### src/rtl/spi_se_exec_if.sv
// Sequencer/flash-side signal bundle for the sector-erase executor.
interface spi_se_exec_if;
    localparam int unsigned IDX_W = 4;

    logic             se_start;
    logic             cs_n;
    logic             sck;
    logic             mosi;
    logic             busy;
    logic             se_end;
    logic [IDX_W-1:0] sec_idx;

    // Sequencer / bench side: issues requests, observes pins and status.
    modport master (
        output se_start,
        input  cs_n, sck, mosi, busy, se_end, sec_idx
    );

    // Executor side.
    modport slave (
        input  se_start,
        output cs_n, sck, mosi, busy, se_end, sec_idx
    );
endinterface

### src/rtl/spi_se_exec.sv
// SPI-flash sector erase executor: WREN, cs_n gap, SE + 24-bit address,
// then a one-cycle se_end. Walks the sector index itself, wrapping after SECTOR.
module spi_se_exec #(
    parameter logic [23:0] BASE_ADDR = 24'h000000,
    parameter logic [23:0] SECT_STEP = 24'h010000,
    parameter int unsigned SECTOR    = 7,
    parameter int unsigned GAP       = 8     // 1..256
) (
    input  logic         sclk,
    input  logic         rst_n,
    spi_se_exec_if.slave bus
);
    localparam int unsigned CNT_W = 8;
    localparam int unsigned IDX_W = 4;
    localparam logic [CNT_W-1:0] WREN_LAST = CNT_W'(8 * 4 - 1);
    localparam logic [CNT_W-1:0] SE_LAST   = CNT_W'(32 * 4 - 1);
    localparam logic [CNT_W-1:0] GAP_LAST  = CNT_W'(GAP - 1);
    localparam logic [7:0]       CMD_WREN  = 8'h06;
    localparam logic [7:0]       CMD_SE    = 8'hD8;

    typedef enum logic [2:0] {
        S_IDLE,
        S_WREN,
        S_GAP,
        S_SE,
        S_DONE
    } state_t;

    state_t           r_state;
    state_t           w_state_nxt;
    logic [CNT_W-1:0] r_cnt;          // cycle within current state; [1:0] is the bit phase
    logic [CNT_W-1:0] w_cnt_nxt;
    logic [23:0]      r_addr;
    logic [IDX_W-1:0] r_sec_idx;
    logic             w_accept;

    logic             r_cs_n;
    logic             r_sck;
    logic             r_mosi;
    logic             r_busy;
    logic             r_se_end;
    logic             w_cs_n;
    logic             w_sck;
    logic             w_mosi;
    logic             w_busy;
    logic             w_se_end;
    logic             w_in_frame;
    logic [31:0]      w_frame;
    logic [4:0]       w_bit;

    assign w_accept = (r_state == S_IDLE) && bus.se_start;

    // State and in-state cycle counter.
    always_ff @(posedge sclk or negedge rst_n) begin
        if (!rst_n) begin
            r_state <= S_IDLE;
            r_cnt   <= '0;
        end else begin
            r_state <= w_state_nxt;
            r_cnt   <= w_cnt_nxt;
        end
    end

    // Next state: each frame/gap runs a fixed number of cycles.
    always_comb begin
        w_state_nxt = r_state;
        w_cnt_nxt   = r_cnt + CNT_W'(1);
        unique case (r_state)
            S_IDLE: begin
                w_cnt_nxt = '0;
                if (bus.se_start) begin
                    w_state_nxt = S_WREN;
                end
            end
            S_WREN: begin
                if (r_cnt == WREN_LAST) begin
                    w_state_nxt = S_GAP;
                    w_cnt_nxt   = '0;
                end
            end
            S_GAP: begin
                if (r_cnt == GAP_LAST) begin
                    w_state_nxt = S_SE;
                    w_cnt_nxt   = '0;
                end
            end
            S_SE: begin
                if (r_cnt == SE_LAST) begin
                    w_state_nxt = S_DONE;
                    w_cnt_nxt   = '0;
                end
            end
            S_DONE: begin
                w_state_nxt = S_IDLE;
                w_cnt_nxt   = '0;
            end
            default: begin
                w_state_nxt = S_IDLE;
                w_cnt_nxt   = '0;
            end
        endcase
    end

    // Pin values for the coming cycle, derived from next state so they register in step.
    always_comb begin
        w_in_frame = (w_state_nxt == S_WREN) || (w_state_nxt == S_SE);
        w_frame    = (w_state_nxt == S_WREN) ? {CMD_WREN, 24'h000000} : {CMD_SE, r_addr};
        w_bit      = 5'd31 - w_cnt_nxt[6:2];
        w_cs_n     = !w_in_frame;
        w_sck      = w_in_frame && w_cnt_nxt[1];
        w_mosi     = w_in_frame && w_frame[w_bit];
        w_busy     = w_in_frame || (w_state_nxt == S_GAP);
        w_se_end   = (w_state_nxt == S_DONE);
    end

    // Registered pins and status.
    always_ff @(posedge sclk or negedge rst_n) begin
        if (!rst_n) begin
            r_cs_n   <= 1'b1;
            r_sck    <= 1'b0;
            r_mosi   <= 1'b0;
            r_busy   <= 1'b0;
            r_se_end <= 1'b0;
        end else begin
            r_cs_n   <= w_cs_n;
            r_sck    <= w_sck;
            r_mosi   <= w_mosi;
            r_busy   <= w_busy;
            r_se_end <= w_se_end;
        end
    end

    // Address latched on acceptance; sector index advances (and wraps) on DONE.
    always_ff @(posedge sclk or negedge rst_n) begin
        if (!rst_n) begin
            r_addr    <= '0;
            r_sec_idx <= '0;
        end else begin
            if (w_accept) begin
                r_addr <= BASE_ADDR + 24'(r_sec_idx) * SECT_STEP;
            end
            if (r_state == S_DONE) begin
                r_sec_idx <= (r_sec_idx == IDX_W'(SECTOR)) ? '0 : r_sec_idx + IDX_W'(1);
            end
        end
    end

    assign bus.cs_n    = r_cs_n;
    assign bus.sck     = r_sck;
    assign bus.mosi    = r_mosi;
    assign bus.busy    = r_busy;
    assign bus.se_end  = r_se_end;
    assign bus.sec_idx = r_sec_idx;

endmodule

### src/flat_wrapper.sv
// flat-port wrapper written by rule: the top's interface ports become plain ports
module spi_se_exec_flat 
#(
    parameter logic [23:0] BASE_ADDR = 24'h000000,
    parameter logic [23:0] SECT_STEP = 24'h010000,
    parameter int unsigned SECTOR    = 7,
    parameter int unsigned GAP       = 8              
)
  (sclk, rst_n, bus_se_start, bus_cs_n, bus_sck, bus_mosi, bus_busy, bus_se_end, bus_sec_idx);
  spi_se_exec_if bus_i ();
  input  logic sclk;
  input  logic rst_n;
  input wire logic [$bits(bus_i.se_start)-1:0] bus_se_start;
  output wire logic [$bits(bus_i.cs_n)-1:0] bus_cs_n;
  output wire logic [$bits(bus_i.sck)-1:0] bus_sck;
  output wire logic [$bits(bus_i.mosi)-1:0] bus_mosi;
  output wire logic [$bits(bus_i.busy)-1:0] bus_busy;
  output wire logic [$bits(bus_i.se_end)-1:0] bus_se_end;
  output wire logic [$bits(bus_i.sec_idx)-1:0] bus_sec_idx;
  assign bus_i.se_start = bus_se_start;
  assign bus_cs_n = bus_i.cs_n;
  assign bus_sck = bus_i.sck;
  assign bus_mosi = bus_i.mosi;
  assign bus_busy = bus_i.busy;
  assign bus_se_end = bus_i.se_end;
  assign bus_sec_idx = bus_i.sec_idx;
  spi_se_exec #(.BASE_ADDR(BASE_ADDR), .SECT_STEP(SECT_STEP), .SECTOR(SECTOR), .GAP(GAP)) u_core (.sclk(sclk), .rst_n(rst_n), .bus(bus_i));
endmodule
### config.mk
export PLATFORM = sky130hd
export DESIGN_NAME = spi_se_exec_flat
export DESIGN_NICKNAME = d
export VERILOG_FILES = /design/src/rtl/spi_se_exec_if.sv /design/src/rtl/spi_se_exec.sv /design/src/flat_wrapper.sv
export SDC_FILE = /design/constraint.sdc
export NUM_CORES = 1
export LEC_CHECK = 0
export CELL_PAD_IN_SITES_DETAIL_PLACEMENT = 1
export CELL_PAD_IN_SITES_GLOBAL_PLACEMENT = 2
export CORE_ASPECT_RATIO = 0.75
export CORE_UTILIZATION = 39
export DETAILED_ROUTE_END_ITERATION = 7
export GPL_ROUTABILITY_DRIVEN = 0
export GPL_TIMING_DRIVEN = 1
export HOLD_SLACK_MARGIN = 0.05
export PLACE_DENSITY = 0.87
export SETUP_SLACK_MARGIN = 0.5
export SYNTH_ARGS = -nofsm -noshare
export SYNTH_HDL_FRONTEND = slang
export SYNTH_SLANG_ARGS = --single-unit
### constraint.sdc
create_clock -name sclk -period 4.2 [get_ports sclk]
set_input_delay 1.26 -clock sclk [delete_from_list [all_inputs] [get_ports sclk]]
set_output_delay 1.26 -clock sclk [all_outputs]
set_load 0.01 [all_outputs]
Word-level counts from Yosys, hierarchy flattened
Cells that the tools add are included.

Flip-flop bits (word level): 24. Bits in latches: 0. RAM bits: 0. Bits in read-only memories: 0. Input bits: 3. Output and inout bits: 9. Logic and storage cells: 45. Memories kept: 0.

Add/subtract/negate cells: 3. $mul: 0. Div/mod/pow operators: 0. Magnitude comparators: 1. Equality and inequality tests: 12. Shifts and indexed selects: 0. Mux-type cells: 13. Bitwise gates (word level): 0. Reductions and logical operators: 7.

Operator list (count): 32-bit 2-to-1 mux (1); 8-bit 2-to-1 mux (3); 8-bit one-hot mux with 3 select lines (1); 3-bit by 2-bit equality test with 1-bit output, second input constant (4); 3-bit 2-to-1 mux (4); 3-bit one-hot mux with 4 select lines (1); 8-bit by 1-bit adder with 8-bit output, second input constant (1); 8-bit by 3-bit equality test with 1-bit output, second input constant (1); 8-bit by 5-bit equality test with 1-bit output, second input constant (1); 8-bit by 7-bit equality test with 1-bit output, second input constant (1); 3-bit by 1-bit equality test with 1-bit output, second input constant (2); 3-bit equality test, second input constant (2); 5-bit by 6-bit < comparator with 1-bit output, second input constant (1); 1-bit binary-select mux with 5-bit select (1); 5-bit subtractor, first input constant (1); 4-bit by 1-bit adder with 4-bit output, second input constant (1); 4-bit by 3-bit equality test with 1-bit output, second input constant (1); 4-bit 2-to-1 mux (1); 1-bit logical AND (3); 3-bit logical NOT (1); 1-bit logical OR (2); 1-bit logical NOT (1); 1-bit 2-to-1 mux (1).

Logic depth before layout (Yosys ltp)
Gate-level depths: netlist of the first run.

Depth after elaboration: 8. Depth in mapped cells: 10. Mapped depth without buffers: 10.

Worst setup path before layout of the first run
No wires, ideal clock.

Kind: input to register. From: input bus_se_start. To: register u_core.r_mosi, in the netlist u_core.bus.mosi. Setup time: 129 ps. Arrival: 2581 ps. Data required time: 4071 ps. Path slack: 1490 ps. Stages: 8. Buffers on the path: 0. Cells stage by stage: nor4b_2 inv_1 o31ai_1 ha_1 nor3_1 a211oi_1 o21ai_2 a211oi_2.

Word-level cells in the longest chain between the ends: 7. Elaborated cells between the ends (all ways): 9. Those cells by class: eq/ne (2); mux (5); reduce/logical (2).

Ends and longest elaborated chain: start, declared (RTL line flat_wrapper.sv:13) `input wire logic [$bits(bus_i.se_start)-1:0] bus_se_start;`; 3-bit 2-to-1 mux (*) (RTL line spi_se_exec.sv:71) `if (bus.se_start) begin`; 3-bit one-hot mux with 4 select lines (*) (RTL line spi_se_exec.sv:68) `unique case (r_state)`; 3-bit by 1-bit equality test with 1-bit output (RTL line spi_se_exec.sv:106, spi_se_exec.sv:107); 32-bit 2-to-1 mux (RTL line spi_se_exec.sv:107) `w_frame = (w_state_nxt == S_WREN) ? {CMD_WREN, 24'h000000} : {CMD_SE, r_addr};`; 1-bit binary-select mux with 5-bit select (RTL line spi_se_exec.sv:111) `w_mosi = w_in_frame && w_frame[w_bit];`; 1-bit 2-to-1 mux (implied by the code) (RTL line spi_se_exec.sv:111); 1-bit logical AND (*) (RTL line spi_se_exec.sv:111); via u_core.w_mosi (RTL line spi_se_exec.sv:44) `logic w_mosi;`; end signal, assigned (RTL line spi_se_exec.sv:127) `r_mosi <= w_mosi;`; end, declared (RTL line spi_se_exec.sv:39) `logic r_mosi;`.

Mark *: on every way through the listed nets, which the timed path passes. The rest lies on a longest branch. The select of a mux whose other input is x is not followed. A chain may end at the register's enable or synchronous reset.

Worst setup path after layout of the first run
Ends and elaborated chain as after synthesis.

==> impl_metrics.ini, run 1 <==
[logic_synthesis]
synth_top_cell_area_share_pct = 46.9
synth.most_common_cell = dfrtp_1
yosysWarnings = 0
synth_commonest_cells = dfrtp_1 (23), nor2_1 (12), inv_1 (7), mux2_2 (6), xnor2_1 (6)
postSynthAreaPerCell_sq_um = 11.2
synthTopCellsByArea = dfrtp_1 (47%), mux2_2 (5.5%), xnor2_1 (4.3%)
synth_edf_count = 0
ys_ff_latch = 24
syn-num-nets = 117
synthArstFlopShare_pct = 100
yosysTopAreaCell = dfrtp_1
synth_area_sq_um = 1230
synthCells = 110
ys_seq_area_share_pct = 49.0
yosys_most_used_dff = dfrtp_1
synth_cell_types = 38

[pwr]
p_leak_nw = 0.619
p_per_area_nw_per_um2 = 556
switching_power_w = 0.000274
seq_power_share_pct = 40.6
max-vdd-ir-drop_mv = 0.375
pwr-share-comb_pct = 34.3
switching_share_pct = 33.9
internal_power_w = 0.000533
total_power_w = 0.000807
clockPowerShare_pct = 25.0

[critical_path]
critPathCaptureType = flop
worst_ep_required_time_ns = 4.39
cp-start-kind = input port
crit_fanout = 6
r2r-start = u_core.r_cnt[0]$_DFF_PN0_
rr_endpoint = u_core.bus.mosi$_DFF_PN0_
arrival_ns = 3.15
r2r_setup_slack_ns = 1.84
criticalPathCategory = input port to flop
worstRegToRegCells = 9

[global_routing]
global_route.usage.met1_pct = 27.1
grt_pass1_wl_mm = 4.45
grt_max_degree = 25
use_met2_pct = 26.6
grt_util_all_layers_pct = 18.6
grt_use_met3_pct = 4.77
grt-ovfl-total = 0
grt-busiest-layer = met1
antenna_found_initial = 0
grt_pass1_vias = 872

[final_layout]
area_growth_pct = 18.2
antenna_cells = 0
final_layout_size_suffix_gt1_share_pct = 16.9
final_nets = 132
finalNonFillerCells = 162
fill_cells = 330
utilization_pct = 48.7

[place]
place_inst = 158
port_buffers = 11
hpwl_mm = 2.04

[cts]
post-cts-setup-buffers = 0
cts.sinks = 24
post_cts_resized = 0
cts_tree = built
clk-insertion-delay-late_ns = 0.27
clk_pin_slew_worst_paths_ns = 0.08
cts-htree-levels = 1
cts-root-buf = clkbuf_8
cts_buffer_depth = 2
cts-hold-fix-buffers = 0
numCtsBuffers = 3

[floorplanning]
die_h_microns = 50.6
die_area_sq_um = 3380
rows = 17
ios = 12
die_x_microns = 66.8
start_util_pct = 41.2
coreArea_sq_um = 2980

[sta]
fin_crit_sh_pct = 70.5
setup_viol = 0
clock_skew_ns = 0.00184
slew_viol_final = 0
finalCriticalPeriod_ns = 2.96
relSlewSlack_pct = 30.0
timing.fmax_ghz = 0.338
rsz0062_at_grt = false
tightest_slew_ns = 1.05
tns_ns = 0
finalHoldViolations = 0

[routing]
drcViolationCount = 0
drtIter0Drc = 30
via_per_inst = 5.27
vias = 853
drt-wirelength-per-cell_microns = 16.6
dr.pass1.iters = 4
routed_wl_mm = 2.69
ant_nets = 0

[min_path]
hp-class = flop to flop
hold_path_depth = 1
hold_end = u_core.r_cnt[0]$_DFF_PN0_
worstHoldStart = u_core.r_cnt[0]$_DFF_PN0_

[job]
cap_violations = 0

[status]
status = finished, final reports clean
==> critical path, stage by stage <==
cell and delay, ns:
clkdlybuf4s50_1 0.47, nor4b_2 0.18, buf_4 0.18, inv_1 0.05
o31ai_1 0.11, ha_1 0.23, mux2i_1 0.06, a211oi_1 0.33
o21ai_2 0.10, a211oi_2 0.18
==> metrics by stage <==
stage               hold slack [ns]  area (sq um)  setup WS, ns
finish                        0.489          1450          1.24
global placement              0.473          1380          1.06
floorplan                     0.455          1230          1.49
detailed placement            0.480          1380         0.971
global route                  0.536          1450          1.09
CTS                           0.492          1450          1.24
==> cell usage in the layout, fill, tap and decap left out, types with 3 or more instances in the layout <==
master and instances:
xnor2_1 6, clkdlybuf4s50_1 11, nand3_1 5, clkbuf_8 3
nor3b_1 4, nand2_1 5, ha_1 4, inv_1 7
mux2i_1 3, dfrtp_1 23, nor3_1 3, mux2_2 6
nor2_1 12
==> final cells by class <==
class	instances	area, sq um	area share (%)
Tap cell	38	47.5	3.28
Timing Repair Buffer	12	118	8.10
Clock inverter	1	30.0	2.07
Sequential cell	24	602	41.5
Inverter	7	26.3	1.81
Clock buffer	3	41.3	2.84
Multi-Input combinational cell	77	587	40.4
==> worst max-delay path by stage <==
stage                 start                         to  slack (ns)  cells after the start
3_5_place_dp   bus_se_start  u_core.bus.mosi$_DFF_PN0_        0.97                     10
5_1_grt        bus_se_start  u_core.bus.mosi$_DFF_PN0_        1.09                     10
6_report       bus_se_start  u_core.bus.mosi$_DFF_PN0_        1.24                     10
3_3_place_gp   bus_se_start  u_core.bus.mosi$_DFF_PN0_        1.06                     10
4_1_cts        bus_se_start  u_core.bus.mosi$_DFF_PN0_        1.24                     10
2_1_floorplan  bus_se_start  u_core.bus.mosi$_DFF_PN0_        1.49                      8
==> per-layer routing <==
| layer | up-vias | part of all wire [%] |
|---|---|---|
| met5 | - | 0 |
| met4 | 0 | 1.5 |
| met3 | 4 | 2.3 |
| met2 | 8 | 44 |
| met1 | 430 | 52 |
| li1 | 411 | - |
==> logic make-up after synthesis <==
group,after synthesis,share of synthesized area (%)
adders and majority gates,4,4.08
buffers and inverters,9,3.16
muxes,10,10.1
xor gates and xnor gates,8,5.71
and+or+nand+nor,44,20.6
DFF,24,49.0
AOI/OAI and AO/OA,11,7.34
==> registers in the layout, indices dropped and copies added (netlist names), 3 cells and up <==
name and cells:
u_core.r_cnt 8, u_core.bus.sec_idx 4, u_core.r_addr 4, u_core.r_state 3
==> power groups by stage <==
stage	logic, W	clock network [W]	registers (W)
after global placement	0.000263	0	0.000328
after detailed placement	0.000279	0	0.000331
after global routing	0.000310	0.000217	0.000335
after floorplan	0.000192	0	0.000323
after CTS	0.000282	0.000207	0.000327
final	0.000277	0.000202	0.000328
(Power assumes the default switching activity.)
==> run 2: changes to the inputs <==
--- a/config.mk
+++ b/config.mk
@@ -8,12 +8,12 @@
 export CELL_PAD_IN_SITES_DETAIL_PLACEMENT = 1
 export CELL_PAD_IN_SITES_GLOBAL_PLACEMENT = 2
 export CORE_ASPECT_RATIO = 0.75
-export CORE_UTILIZATION = 39
+export CORE_UTILIZATION = 33
 export DETAILED_ROUTE_END_ITERATION = 7
 export GPL_ROUTABILITY_DRIVEN = 0
 export GPL_TIMING_DRIVEN = 1
 export HOLD_SLACK_MARGIN = 0.05
-export PLACE_DENSITY = 0.87
+export PLACE_DENSITY = 0.79
 export SETUP_SLACK_MARGIN = 0.5
 export SYNTH_ARGS = -nofsm -noshare
 export SYNTH_HDL_FRONTEND = slang
==> constraint.sdc (replaced) <==
create_clock -name sclk -period 2.45 [get_ports sclk]
set_input_delay 0.735 -clock sclk [delete_from_list [all_inputs] [get_ports sclk]]
set_output_delay 0.735 -clock sclk [all_outputs]
set_load 0.01 [all_outputs]
==> run 2 against run 1 <==
Net effect:
- clock power grew 35%
- flip-flop and latch count is the same
- power grew 89%
- non-clock buffer count grew 13
- via count grew 6.0%
- die area grew 18%
- critical path depth shrank 2
- worst hold slack gained 0.021 ns
- critical path type is now flop to flop
==> impl_metrics.ini, run 2 (synthesized netlist as in run 1, its figures left out) <==
[final_layout]
utilization_pct = 48.7
final_layout_size_suffix_gt1_share_pct = 33.6
area_growth_pct = 35.8
layout_common_cells = dfrtp_1 (23), buf_4 (13), nor2_1 (12), clkdlybuf4s50_1 (8)
antenna_cells = 0
top_register = u_core.r_cnt
finalNonFillerCells = 187
final_nets = 145
largest_reg_flops = 8
final_common_cell = dfrtp_1

[floorplanning]
die_h_microns = 54.8
start_util_pct = 35.9
die_area_sq_um = 3970
rows = 18
coreArea_sq_um = 3420
ios = 12
die_x_microns = 72.4

[sta]
clock_skew_ns = 0.00684
setup_viol = 0
slew_viol_final = 0
fin_ws_ns = 0.353
whs_ns = 0.510
timing.fmax_ghz = 0.477
rsz0062_at_grt = true
finalCriticalPeriod_ns = 2.10
relSlewSlack_pct = 65.6
fin_crit_sh_pct = 85.6
tightest_slew_ns = 0.514
finalHoldViolations = 0

[cts]
cts-htree-levels = 1
numCtsBuffers = 3
cts_tree = built
cts.sinks = 24
cts_buffer_depth = 2
clk_pin_slew_worst_paths_ns = 0.09
clk-insertion-delay-late_ns = 0.27
cts-root-buf = clkbuf_8

[critical_path]
criticalPathCategory = flop to flop
worstPathCellList = ha_4 > buf_6 > xnor2_2 > nor3_2 > buf_4 > mux4_1 > nand3_1 > a211oi_2
crit_fanout = 3
slowest_delay_ns = 0.54
critPathTopFamily = multiplexers
critPathBufInv = 2
worst_ep_required_time_ns = 2.61
cp-start-kind = flop
arrival_ns = 2.26
critPathCaptureType = flop
cpMaxStageDelayCell = mux4_1

[global_routing]
grt_pass1_wl_mm = 4.65
grt-ovfl-total = 0
antenna_found_initial = 0
grt_util_all_layers_pct = 16.6
grt_pass1_vias = 887
grt_max_degree = 25

[pwr]
switching_power_w = 0.000547
total_power_w = 0.00153
pwr-share-comb_pct = 44.6
clockPowerShare_pct = 17.8
p_leak_nw = 0.717
max-vdd-ir-drop_mv = 0.496
switching_share_pct = 35.8
seq_power_share_pct = 37.6
p_per_area_nw_per_um2 = 917
internal_power_w = 0.000981

[routing]
via_per_inst = 4.83
vias = 904
dr.pass1.iters = 4
routed_wl_mm = 3.00
drtIter0Drc = 30
drcViolationCount = 0
ant_nets = 0
drt-wirelength-per-cell_microns = 16.1

[place]
port_buffers = 11
pre_cts_ws_ns = -0.0426
place_inst = 172
hpwl_mm = 2.05

[status]
status = finished, final reports clean

[job]
cap_violations = 0

[min_path]
hp-class = flop to flop
-- run 2: stage by stage --
| step | area (sq um) | setup TNS [ns] |
|---|---|---|
| floorplan | 1240 | 0 |
| CTS | 1600 | 0 |
| global route | 1670 | 0 |
| detailed placement | 1420 | -0.0426 |
| global placement | 1420 | 0 |
| finish | 1670 | 0 |
-- run 2: repair_timing --
item	4_1_cts	5_1_grt
hold buffers	0	0
pin swaps	7	7
setup buffers	10	1
setup endpoints to repair	6	6
gates resized for setup	10	10
-- run 2: cell type report --
cell class                      instances  area, sq um
Timing Repair Buffer                   25          219
Sequential cell                        24          602
Fill cell                             371         1760
Multi-Input combinational cell         77          702
Tap cell                               50         62.6
Inverter                                7         26.3
Clock buffer                            4         55.1
-- run 2: per-layer routing --
metal,share of wire (%),up-vias,GRT usage (%),wire (microns)
li1,-,439,-,-
met3,2.2,5,3.87,66
met5,0,-,0,0
met4,0.60,0,3.92,18
met2,45,7,25.7,1340
met1,53,453,23.5,1580
-- run 2: path summary, 6_finish.rpt --
path                                                from                            end  slack, ns  cells after the start
max                            u_core.r_cnt[0]$_DFF_PN0_      u_core.bus.mosi$_DFF_PN0_       0.35                      8
min                        u_core.r_addr[18]$_DFFE_PN0P_  u_core.r_addr[18]$_DFFE_PN0P_       0.51                      1
max reg2reg                    u_core.r_cnt[0]$_DFF_PN0_      u_core.bus.mosi$_DFF_PN0_       0.35                      8
min reg2reg                u_core.r_addr[18]$_DFFE_PN0P_  u_core.r_addr[18]$_DFFE_PN0P_       0.51                      1
max in group asynchronous                          rst_n      u_core.bus.cs_n$_DFF_PN1_       1.33                      2
min in group asynchronous                          rst_n      u_core.r_cnt[6]$_DFF_PN0_       0.82                      2
-- run 2: power groups by stage --
stage	clock, W	combinational [W]	sequential (W)
floorplan	0	0.000329	0.000555
global placement	0	0.000455	0.000562
detailed placement	0	0.000468	0.000569
CTS	0.000279	0.000594	0.000567
global route	0.000299	0.000759	0.000586
finish	0.000272	0.000681	0.000575
==> run 3: changes to the inputs <==
--- a/config.mk
+++ b/config.mk
@@ -5,15 +5,16 @@
 export SDC_FILE = /design/constraint.sdc
 export NUM_CORES = 1
 export LEC_CHECK = 0
+export ABC_AREA = 1
 export CELL_PAD_IN_SITES_DETAIL_PLACEMENT = 1
 export CELL_PAD_IN_SITES_GLOBAL_PLACEMENT = 2
 export CORE_ASPECT_RATIO = 0.75
-export CORE_UTILIZATION = 33
+export CORE_UTILIZATION = 31
 export DETAILED_ROUTE_END_ITERATION = 7
 export GPL_ROUTABILITY_DRIVEN = 0
 export GPL_TIMING_DRIVEN = 1
-export HOLD_SLACK_MARGIN = 0.05
-export PLACE_DENSITY = 0.79
+export HOLD_SLACK_MARGIN = 0.06
+export PLACE_DENSITY = 0.8
 export SETUP_SLACK_MARGIN = 0.5
 export SYNTH_ARGS = -nofsm -noshare
 export SYNTH_HDL_FRONTEND = slang
==> run 3 against run 2 <==
Net effect:
- clock skew is 0.0046 ns lower
- final cell count is 19% higher
- area after synthesis up 6.0%
- wire length increased by 0.50%
- first-iteration DRC count is 30% lower
- combinational power increased by 21%
- final area shrank 1.7%
- largest cell class unchanged
==> impl_metrics.ini, run 3 <==
[place]
place_inst = 213
port_buffers = 11
hpwl_mm = 2.30
placed_area_sq_um = 1490

[pwr]
total_power_w = 0.00172
pwr-share-comb_pct = 47.8
switching_share_pct = 40.6
switching_power_w = 0.000699
p_per_area_nw_per_um2 = 1050
seq_power_share_pct = 31.6
p_leak_nw = 0.844
internal_power_w = 0.00102
clockPowerShare_pct = 20.5
max-vdd-ir-drop_mv = 0.382

[sta]
setup_viol = 0
relSlewSlack_pct = 79.3
finalHoldViolations = 0
finalCriticalPeriod_ns = 1.89
tns_ns = 0
timing.fmax_ghz = 0.530
clock_skew_ns = 0.00222
slew_viol_final = 0
fin_crit_sh_pct = 77.0
rsz0062_at_grt = true
tightest_slew_ns = 0.308

[final_layout]
top_register = u_core.r_cnt
multi_input_area_sq_um = 626
largest_reg_flops = 8
final_nets = 178
antenna_cells = 0
finalNonFillerCells = 222
regArea_sq_um = 603
finalInstanceArea_sq_um = 1640
layout_common_cells = nand2_1 (25), dfrtp_1 (22), inv_1 (20), nor2_1 (14), nand3_1 (12)
final_layout_size_suffix_gt1_share_pct = 25.3
area_growth_pct = 26.0
final_common_cell = nand2_1
fill_cells = 453

[global_routing]
grt_pass1_vias = 1045
grt_max_degree = 25
grt_pass1_wl_mm = 5.09
grt_util_all_layers_pct = 15.1
grt-ovfl-total = 0
antenna_found_initial = 0

[logic_synthesis]
postSynthAreaPerCell_sq_um = 8.79
synthCells = 148
synth_top_cell_area_share_pct = 44.2
synth_edf_count = 0
syn-num-nets = 155
synth_area_sq_um = 1300
yosysTopAreaCell = dfrtp_1
ys_ff_latch = 24
synth_commonest_cells = nand2_1 (25), dfrtp_1 (23), inv_1 (20), nor2_1 (14), nand3_1 (12)
synthTopCellsByArea = dfrtp_1 (44%), nand2_1 (7.2%), inv_1 (5.8%)
yosys_most_used_dff = dfrtp_1
yosysWarnings = 0
synthArstFlopShare_pct = 100
synth.most_common_cell = nand2_1
ys_seq_area_share_pct = 46.3
synth_cell_types = 30

[floorplanning]
die_x_microns = 76.8
die_h_microns = 58.1
die_area_sq_um = 4460
ios = 12
coreArea_sq_um = 3830
start_util_pct = 34.0
rows = 19

[cts]
clk_pin_slew_worst_paths_ns = 0.09
numCtsBuffers = 3
cts-htree-levels = 1
cts.sinks = 24
cts_buffer_depth = 2
cts-root-buf = clkbuf_8
cts-hold-fix-buffers = 0
clk-insertion-delay-late_ns = 0.27
cts_tree = built

[routing]
drtIter0Drc = 21
vias = 1031
via_per_inst = 4.64
drt-wirelength-per-cell_microns = 13.6
ant_nets = 0
drcViolationCount = 0
routed_wl_mm = 3.02
dr.pass1.iters = 4

[critical_path]
critPathBufInv = 1
critPathTopFamily = buffers and inverters
worst_ep_required_time_ns = 1.71
arrival_ns = 1.15
crit_fanout = 2
cpMaxStageDelayCell = clkdlybuf4s50_1
cp-start-kind = flop
criticalPathCategory = flop to output port
critPathCaptureType = output port
slowest_delay_ns = 0.53
worstPathCellList = clkdlybuf4s50_1
worst-path-stages = 1
worstRegToRegCells = 11

[min_path]
hold_path_depth = 2
hp-class = flop to flop

[status]
status = finished, final reports clean

[job]
cap_violations = 0
-- run 3: changes by cell type in the layout (fill, tap and decap cells not counted), moves of 4 or more --
cell | before | now
inv_2 | 1 | 5
buf_4 | 13 | 7
xnor2_1 | 5 | 0
o21ai_0 | 1 | 8
nand2_1 | 5 | 25
nand3_1 | 5 | 12
inv_1 | 6 | 20
mux2_2 | 6 | 0
nand2_2 | 0 | 6
-- run 3: cell families after synthesis --
group	Yosys count	share of synthesized area, %
adders and majority gates	4	3.85
and+or+nand+nor	74	31.0
buffers and inverters	26	7.88
AOI/OAI and AO/OA	17	9.04
DFF	24	46.3
xor gates and xnor gates	3	2.02
-- run 3: worst min-delay path, stage by stage (launching register included) --
cell     delay, ns
dfrtp_1       0.35
nand2_1       0.05
o21ai_0       0.06
-- run 3: layout make-up --
| type | instances | share of cell area [%] |
|---|---|---|
| Clock inverter | 1 | 1.83 |
| Tap cell | 52 | 3.97 |
| Multi-Input combinational cell | 98 | 38.2 |
| Sequential cell | 24 | 36.8 |
| Timing Repair Buffer | 18 | 10.5 |
| Inverter | 26 | 6.26 |
| Clock buffer | 3 | 2.52 |
-- run 3: power by group through the flow --
stage / Clock [W] / Combinational [W] / Sequential [W]
floorplan: 0 / 0.000537 / 0.000548
global route: 0.000383 / 0.000916 / 0.000554
finish: 0.000354 / 0.000824 / 0.000545
CTS: 0.000363 / 0.000793 / 0.000539
detailed placement: 0 / 0.000751 / 0.000548
global placement: 0 / 0.000727 / 0.000545
-- run 3: path summary, 6_finish.rpt --
path | from | to | slack [ns]
worst max-delay path | u_core.bus.sec_idx[2]$_DFFE_PN0N_ | bus_sec_idx[2] | 0.56
worst min-delay path | u_core.r_addr[16]$_DFFE_PN0P_ | u_core.r_addr[16]$_DFFE_PN0P_ | 0.49
worst max register to register | u_core.r_cnt[0]$_DFF_PN0_ | u_core.bus.mosi$_DFF_PN0_ | 0.59
worst min register to register | u_core.r_addr[16]$_DFFE_PN0P_ | u_core.r_addr[16]$_DFFE_PN0P_ | 0.49
max in group asynchronous | rst_n | u_core.bus.cs_n$_DFF_PN1_ | 1.34
min in group asynchronous | rst_n | u_core.bus.busy$_DFF_PN0_ | 0.82
-- run 3: per-layer routing --
metal / vias to the layer above / part of all wire (%) / GRT usage [%]
li1: 515 / - / -
met2: 11 / 47 / 25.6
met3: 2 / 3.1 / 3.94
met1: 503 / 49 / 19.1
met4: 0 / 0.76 / 4.12
met5: - / 0 / 0
-- run 3: metrics by stage --
| step | worst slack [ns] | utilization, % | hold WS [ns] |
|---|---|---|---|
| 3_5_place_dp | 0.212 | 39.0 | 0.473 |
| 5_1_grt | 0.456 | 42.8 | 0.527 |
| 6_report | 0.562 | 42.8 | 0.493 |
| 2_1_floorplan | 0.659 | - | 0.439 |
| 3_3_place_gp | 0.229 | 39.0 | 0.469 |
| 4_1_cts | 0.506 | 41.2 | 0.496 |
-- run 3: what timing repair did --
item / CTS / global route
setup buffers: 1 / 4
pin swaps: 0 / 5
resized for setup: 2 / 8
setup endpoints to repair: 2 / 5
